`config.mk`:
```
export PLATFORM = sky130hd
export DESIGN_NAME = nivel_sensor_filter
export DESIGN_NICKNAME = d
export VERILOG_FILES = /design/src/rtl/nivel_pkg.sv /design/src/rtl/debounce_bit.sv /design/src/rtl/nivel_sensor_filter.sv
export SDC_FILE = /design/constraint.sdc
export NUM_CORES = 1
export LEC_CHECK = 0
export ABC_AREA = 1
export CAP_MARGIN = 20
export CORE_MARGIN = 1
export CORE_UTILIZATION = 40
export CTS_BUF_LIST = sky130_fd_sc_hd__clkbuf_2 sky130_fd_sc_hd__clkbuf_4 sky130_fd_sc_hd__clkbuf_8
export DETAILED_ROUTE_END_ITERATION = 16
export PLACE_DENSITY_LB_ADDON = 0.05
export SLEW_MARGIN = 25
export SYNTH_ARGS = -nofsm -noshare
export SYNTH_HDL_FRONTEND = slang
export SYNTH_SLANG_ARGS = --single-unit
```
`constraint.sdc`:
```
create_clock -name clk_2 -period 2 [get_ports clk_2]
set_clock_uncertainty 0.15 [all_clocks]
set_input_delay 0.3 -clock clk_2 [delete_from_list [all_inputs] [get_ports clk_2]]
set_output_delay 0.3 -clock clk_2 [all_outputs]
set_load 0.03 [all_outputs]
```
`src/rtl/nivel_pkg.sv`:
```
// Shared types for the level-sensor filter: level codes, FSM states and
// the classification of a filtered (alto, baixo) probe pair.
package nivel_pkg;

    typedef enum logic [1:0] {
        NIVEL_ALTO   = 2'b00,
        NIVEL_NORMAL = 2'b01,
        NIVEL_BAIXO  = 2'b10,
        DESCALIBRADO = 2'b11
    } nivel_t;

    typedef enum logic [1:0] {
        INIT,
        RUN,
        SUSPECT,
        FAULT
    } state_t;

    typedef struct packed {
        logic   consistent;
        nivel_t code;
    } class_t;

    localparam int NUM_SENSORS = 2;
    localparam int SENS_BAIXO  = 0;
    localparam int SENS_ALTO   = 1;

    // High probe wet with low probe dry is physically impossible.
    function automatic class_t classify(input logic alto, input logic baixo);
        class_t c;
        c.consistent = 1'b1;
        unique case ({alto, baixo})
            2'b11:   c.code = NIVEL_ALTO;
            2'b01:   c.code = NIVEL_NORMAL;
            2'b00:   c.code = NIVEL_BAIXO;
            default: begin
                c.code       = DESCALIBRADO;
                c.consistent = 1'b0;
            end
        endcase
        return c;
    endfunction

endpackage

```
`src/rtl/debounce_bit.sv`:
```
// Two-flop synchronizer followed by a counter debounce for one raw probe.
module debounce_bit
    import nivel_pkg::*;
#(
    parameter int DEBOUNCE_CYCLES = 4
) (
    input  logic clk_2,
    input  logic reset,
    input  logic raw,
    output logic filt
);

    localparam logic [7:0] CNT_LAST = 8'(DEBOUNCE_CYCLES - 1);

    logic [1:0] sync_q;
    logic [7:0] cnt;

    // cnt never exceeds CNT_LAST: it clears on agreement or on the toggle.
    always_ff @(posedge clk_2) begin
        if (reset) begin
            sync_q <= '0;
            cnt    <= '0;
            filt   <= 1'b0;
        end else begin
            sync_q <= {sync_q[0], raw};
            if (sync_q[1] == filt) begin
                cnt <= '0;
            end else if (cnt == CNT_LAST) begin
                filt <= ~filt;
                cnt  <= '0;
            end else begin
                cnt <= cnt + 8'd1;
            end
        end
    end

endmodule

```
`src/rtl/nivel_sensor_filter.sv`:
```
// Tank level classifier: debounced high/low probes feed a fault-tolerant FSM
// that drives a 2-bit level code for the 7-segment decoder.
module nivel_sensor_filter
    import nivel_pkg::*;
#(
    parameter int DEBOUNCE_CYCLES = 4,
    parameter int FAULT_CYCLES    = 8
) (
    input  logic       clk_2,
    input  logic       reset,
    input  logic       sensor_alto,
    input  logic       sensor_baixo,
    input  logic       fault_clear,
    output logic [1:0] nivel,
    output logic       nivel_valid,
    output logic       nivel_change,
    output logic       fault
);

    localparam logic [8:0] INIT_LAST  = 9'(DEBOUNCE_CYCLES + 1);
    localparam logic [7:0] FAULT_LAST = 8'(FAULT_CYCLES - 1);

    logic [NUM_SENSORS-1:0] raw;
    logic [NUM_SENSORS-1:0] filt;
    class_t                 cls;
    state_t                 state;
    nivel_t                 nivel_q;
    logic [8:0]             init_cnt;
    logic [7:0]             fault_cnt;

    assign raw = {sensor_alto, sensor_baixo};

    for (genvar i = 0; i < NUM_SENSORS; i++) begin : g_sens
        debounce_bit #(
            .DEBOUNCE_CYCLES(DEBOUNCE_CYCLES)
        ) u_db (
            .clk_2(clk_2),
            .reset(reset),
            .raw  (raw[i]),
            .filt (filt[i])
        );
    end

    assign cls   = classify(filt[SENS_ALTO], filt[SENS_BAIXO]);
    assign nivel = nivel_q;

    always_ff @(posedge clk_2) begin
        if (reset) begin
            state        <= INIT;
            nivel_q      <= NIVEL_BAIXO;
            nivel_valid  <= 1'b0;
            nivel_change <= 1'b0;
            fault        <= 1'b0;
            init_cnt     <= '0;
            fault_cnt    <= '0;
        end else begin
            nivel_change <= 1'b0;
            unique case (state)
                // Wait for the synchronizers and debouncers to settle.
                INIT: begin
                    if (init_cnt == INIT_LAST) begin
                        fault_cnt <= '0;
                        if (cls.consistent) begin
                            state       <= RUN;
                            nivel_q     <= cls.code;
                            nivel_valid <= 1'b1;
                        end else begin
                            state <= SUSPECT;
                        end
                    end else begin
                        init_cnt <= init_cnt + 9'd1;
                    end
                end
                RUN: begin
                    if (cls.consistent) begin
                        nivel_q      <= cls.code;
                        nivel_change <= (cls.code != nivel_q);
                    end else begin
                        state     <= SUSPECT;
                        fault_cnt <= '0;
                    end
                end
                // nivel holds its last good value while a fault is suspected.
                SUSPECT: begin
                    if (cls.consistent) begin
                        state        <= RUN;
                        nivel_q      <= cls.code;
                        nivel_valid  <= 1'b1;
                        nivel_change <= nivel_valid && (cls.code != nivel_q);
                    end else if (fault_cnt == FAULT_LAST) begin
                        state        <= FAULT;
                        nivel_q      <= DESCALIBRADO;
                        nivel_valid  <= 1'b1;
                        nivel_change <= nivel_valid && (nivel_q != DESCALIBRADO);
                        fault        <= 1'b1;
                    end else begin
                        fault_cnt <= fault_cnt + 8'd1;
                    end
                end
                FAULT: begin
                    if (fault_clear && cls.consistent) begin
                        state        <= RUN;
                        nivel_q      <= cls.code;
                        nivel_change <= 1'b1;
                        fault        <= 1'b0;
                    end
                end
                default: state <= INIT;
            endcase
        end
    end

endmodule

```
; ---- After elaboration in Yosys (flattened, before gate mapping)
; Cells that the tools add are included.
[op_classes]
n_addsub = 4
n_eq_ne = 21
muxes = 32
bitwise = 5
n_reduce_logical = 19
[ops]
columns = op, n
row1 = $mux W8, 4
row2 = $add A8 B1 Y8 const B, 3
row3 = $pmux W8 S3, 1
row4 = $mux W2, 10
row5 = $eq A8 B2 Y1 const B, 2
row6 = $ne A2 B2 Y1 const B, 8
row7 = $pmux W2 S4, 2
row8 = $reduce_and A4 Y1, 3
row9 = $mux W1, 11
row10 = $add A9 B1 Y9 const B, 1
row11 = $eq A9 B3 Y1 const B, 1
row12 = $reduce_or A3 Y1, 3
row13 = $eq A8 B3 Y1 const B, 1
row14 = $eq A2 B2 Y1 const B, 3
row15 = $pmux W2 S3, 1
row16 = $reduce_and A2 Y1, 3
row17 = $not A1 Y1, 5
row18 = $reduce_and A5 Y1, 1
row19 = $eq A2 B1 Y1 const B, 2
row20 = $logic_not A2 Y1, 2
row21 = $pmux W1 S2, 2
row22 = $reduce_bool A2 Y1, 2
row23 = $logic_and A1 B1 Y1, 3
row24 = $ne A3 B3 Y1 const B, 1
row25 = other kinds (5), 6
[word_totals]
reg_bits = 46
input_bits = 5
output_inout_bits = 5

; ---- Depth between registers and ports, before layout
[logic_depth]
depth_word = 6
depth_mapped = 11

; ---- Hierarchy
; A second synthesis with hierarchy kept.
[hier_totals]
cells_unflattened = 382
hier_area_um2 = 2549.9
[modules_own_cells]
columns = module, n_inst, cells_each, area_each_um2, seq_area_each_um2
row1 = nivel_sensor_filter, 1, 222, 1428.9, 480.5
row2 = debounce_bit, 2, 80, 560.5, 220.2

; ---- Worst setup path after synthesis
; OpenSTA, ideal clock, no wires.
[synth_timing]
kind = register to register
from = reg g_sens[0].u_db.filt
to = reg nivel_q[0] (netlist: nivel[0])
arrival_time_ns = 1.320
path_slack_ns = 0.417
path_stages_with_launch = 9
n_path_buf = 0
synth_period_minus_slack_ns = 1.583
cell_sequence = dfxtp_1 -> inv_1 -> ha_1 -> inv_2 -> nand2_1 -> a21oi_1 -> nand3_4 -> nor2_1 -> nor2_1
[synth_via]
elab_chain_cells = 6
[synth_lines]
columns = element, line
row1 = start: declaration, debounce_bit.sv:10  ; output logic filt
row2 = start signal: assignment, debounce_bit.sv:29  ; filt <= ~filt;
row3 = $eq A2 B1 Y1 (tied with other cells), nivel_pkg.sv:32  ; unique case ({alto, baixo})
row4 = $reduce_or A3 Y1 (no line), --
row5 = $mux W1, nivel_pkg.sv:32
row6 = $mux W2 / $logic_and A1 B1 Y1 (equally long branches), "nivel_sensor_filter.sv:63, nivel_sensor_filter.sv:75, nivel_sensor_filter.sv:101"
row7 = $mux W2 / $ne A2 B2 Y1 (equally long branches), --
row8 = $pmux W2 S4 / $reduce_and A3 Y1 (equally long branches), --
row9 = end signal: assignment, nivel_sensor_filter.sv:65  ; nivel_q <= cls.code;
row10 = end signal: assignment, nivel_sensor_filter.sv:76  ; nivel_q <= cls.code;
row11 = end signal: assignment, nivel_sensor_filter.sv:87  ; nivel_q <= cls.code;
row12 = end: declaration, nivel_sensor_filter.sv:27  ; nivel_t nivel_q;
; Parallel ways exist; a longest one is shown, timed or not. The select of a mux whose other input is x is not followed.
; A chain may end at the register's enable or synchronous reset.

; ---- Worst setup path in the final report
[layout_timing]
from = reg nivel_q[1] (netlist: nivel[1])
to = out nivel[1]
[layout_lines]
columns = element, line
row1 = end: declaration, nivel_sensor_filter.sv:14  ; output logic [1:0] nivel,
; No word-level cell between the ends.

==> flow_summary_export.csv <==
group,metric,value,unit
run_status,status,"finished, final reports clean",
floorplanning,rows,27,
final_layout,nets,367,
yosys,yosysTopAreaCell,"dfxtp_1",
clocking,cts_made_buffers,5,
worst_setup_path,reg2reg_slack,250,ps
yosys,synth_adder_area_share,3.675,%
yosys,syn_avg_cell_area,6.990,um^2
timing,rsz0062_at_grt,"false",
clocking,ctsHoldBuffers,0,
pwr,irDropWorstVdd,0.0004917,V
global_routing,grt_pass1_wl,8128,um
flow_run,maxCapViolCount,0,
yosys,yosys-top-cells-area,"dfxtp_1 39%, nand2_1 12%, nor2_1 9.1%",
timing,fmax,540.9,MHz
yosys,ys_types,30,
yosys,synthFlopType,"dfxtp_1",
clocking,clkSinkCount,46,
yosys,yosys-top-cells-count,"78 x nand2_1, 58 x nor2_1, 46 x dfxtp_1, 42 x inv_1, 24 x a21oi_1",
global_routing,grt_pass1_vias,1753,
global_routing,grt_max_degree,17,
yosys,synth_mux_area_share,0,%
worst_setup_path,r2r_start,"g_sens[0].u_db.filt",
worst_setup_path,crit_type,"reg2out",
pwr,power-per-cell-area,1041,mW/mm^2
worst_setup_path,cp_max_fo,4,
timing,setup_violations,0,
pwr,sw_frac_of_total,38.75,%
worst_setup_path,timing.rr.end,"nivel[0]",
final_layout,instances_no_fill,428,
yosys,synth.most_common_cell,"nand2_1",
detailed_routing,drt_wl_total,4591,um
yosys,yosys_register_bits,46,
floorplanning,core,0.005608,mm^2
detailed_routing,wl_per_cell,10.73,um
clocking,cts_setup_buffers,0,
yosys,ys_seq_area_share,38.64,%
yosys,yosysWarnings,0,
worst_setup_path,worst-path-buf-inv,1,
detailed_routing,detail-route-antenna-nets,0,
placed_design,gp_routability_congestion,0.7657,
detailed_routing,num_vias,1975,
hold_path,min_from,"g_sens[1].u_db.sync_q[0]",
clocking,clock-root-buffer,"clkbuf_8",
worst_setup_path,crit_family,"buffers and inverters",
detailed_routing,drc,0,
pwr,p_switching,1.075,mW
pwr,power_frac_seq,38.6,%
yosys,synthCells,341,
floorplanning,dieArea,0.006272,mm^2
timing,post-route-min-period,1849,ps
yosys,synthesis.nets,353,
yosys,ys_async_sr_fraction,0,%
timing,finalHoldViolCount,0,
worst_setup_path,critPathLaunchType,"flip-flop",
hold_path,hp-class,"reg2reg",
global_routing,grt_util_all_layers,16.58,%
worst_setup_path,path_cells,"clkdlybuf4s50_1",
clocking,insertion_delay,300,ps
worst_setup_path,worstPathRequired,1550,ps
yosys,synth_edf_count,0,
clocking,cts.clk_slew.worst_paths,90,ps
detailed_routing,vias_per_cell,4.614,
timing,tightest_slew,515.5,ps
hold_path,hold-path-endpoint,"g_sens[1].u_db.sync_q[1]",
final_layout,final_layout_size_suffix_gt1_share,8.989,%
pwr,clkPwrFrac,25.6,%
timing,finalCritPeriodShare,92.43,%
timing,hold_ws,255.3,ps
worst_setup_path,slowest_delay,690,ps
hold_path,hold_depth,2,
worst_setup_path,critPathSlowestCell,"clkdlybuf4s50_1",
floorplanning,ios,10,
floorplanning,die_w,79.20,um
detailed_routing,drtPass1Iterations,4,
yosys,syn_area,0.002384,mm^2
clocking,cts_tree,"built",
yosys,synthSimpleGateAreaFrac,34.59,%
global_routing,grt-ovfl-total,0,
timing,fin_tns_setup,0,ps
pwr,combPwrFrac,35.7,%
final_layout,syn_to_final_growth,11.86,%
yosys,synth_compound_area_share,8.399,%
worst_setup_path,end_kind,"output port",
placed_design,portBuffers,9,
floorplanning,die-height,79.20,um
yosys,yosysTopAreaCellShare,38.64,%
timing,max_slew_margin,65.32,%
final_layout,final_cell_area,0.002666,mm^2
yosys,synthXorXnorAreaFrac,5.879,%
final_layout,nFillCells,599,
timing,final_max_slew_viol_count,0,
placed_design,placed_area,0.002552,mm^2
clocking,clock_path_buffers,2,
floorplanning,start_util,42.50,%
worst_setup_path,crit_cells,1,
clocking,cts_resized,0,
worst_setup_path,crit_arrival,1400,ps
final_layout,n_antenna_cell,0,
placed_design,place_hpwl,3398,um
pwr,p_leak,1.047,nW
detailed_routing,drt_iter0_markers,115,
pwr,intPower,1.700,mW
placed_design,place_inst,420,
yosys,synth_top_family_by_area,"simple AND/OR/NAND/NOR gates",
clocking,h-tree-depth,2,
global_routing,antenna_found_initial,0,
worst_setup_path,reg2reg_depth,8,
-- state kept, by name, summed over array words and instances, names as in the netlist --
name	count
g_sens.u_db.cnt	16
init_cnt	9
fault_cnt	8
g_sens.u_db.sync_q	4
g_sens.u_db.filt	2
nivel	2
state	2
fault	1
nivel_change	1
nivel_valid	1
-- power groups by stage --
stage                     clock, mW  sequential [mW]  combinational, mW
after detailed placement          0             1.09               1.00
after floorplan                   0             1.11              0.782
after CTS                     0.739             1.07               1.01
after global routing          0.774             1.09               1.14
after global placement            0             1.09               1.00
final                         0.711             1.07              0.992
-- routing by layer --
metal	up-vias	wire length [um]	track usage [%]	share of wire (%)
met5	-	0	0	0
met4	0	66	6.545	1.4
met3	7	95	3.448	2.1
met2	16	1979	25.26	43
met1	857	2449	22.71	53
li1	1095	-	-	-
-- tightest hold or removal path, stage by stage, from the launching register on --
cell     delay (ps)
dfxtp_1         300
inv_1            40
nor2_1           30
-- placed cells by master, fill, tap and decap left out --
master and n:
nor2_4 4, a211oi_1 1, nand2_2 1, nand2_1 78, clkbuf_4 1, nor2_1 58
clkdlybuf4s50_1 9, nor3_1 8, clkinvlp_4 1, dfxtp_1 46, o21ai_4 1, nand4_1 4
nor3_2 1, a21oi_1 24, nor4_1 1, o21ai_1 1, ha_1 7, nand3_4 1
inv_1 42, nand2_4 1, nor3b_1 1, nand3_2 2, o21ai_0 7, o21bai_1 1
buf_4 3, xor2_1 13, inv_2 5, nand3_1 20, o21ai_2 1, nor2_2 2
bufinv_16 1, xnor2_1 3, or2_2 2, clkbuf_8 5
-- final cells by class --
cell class	instances	area, um^2	area share [%]
multi-input cells	243	1252	46.97
flip-flops and latches	46	920.9	34.54
inverters	47	176.4	6.617
repair buffers	12	112.6	4.223
well taps	72	90.09	3.379
clock buffers	6	76.32	2.863
clock inverters	2	37.54	1.408
-- per-stage QoR --
step	util [%]	setup slack, ps	power [mW]
after floorplan	-	417.4	1.893
after global placement	45.52	246.2	2.099
after detailed placement	45.52	253.8	2.099
after CTS	47.55	144.0	2.822
after global routing	47.55	9.974	2.995
final	47.55	151.4	2.775
-- worst max path at each step --
stage                                from  slack, ps                    end
detailed placement                  reset        250  g_sens[0].u_db.cnt[6]
global route        g_sens[0].u_db.cnt[0]         10  g_sens[0].u_db.cnt[6]
global placement      g_sens[0].u_db.filt        250               nivel[0]
CTS                              nivel[1]        140               nivel[1]
floorplan             g_sens[0].u_db.filt        420               nivel[0]
finish                           nivel[1]        150               nivel[1]
-- cell families after synthesis --
kind of cell | Yosys count
and+or+nand+nor | 184
DFF | 46
AOI/OAI and AO/OA | 36
adders and majority gates | 7
xor gates and xnor gates | 16
buffers and inverters | 52
Power figures use the tool's default switching activity.
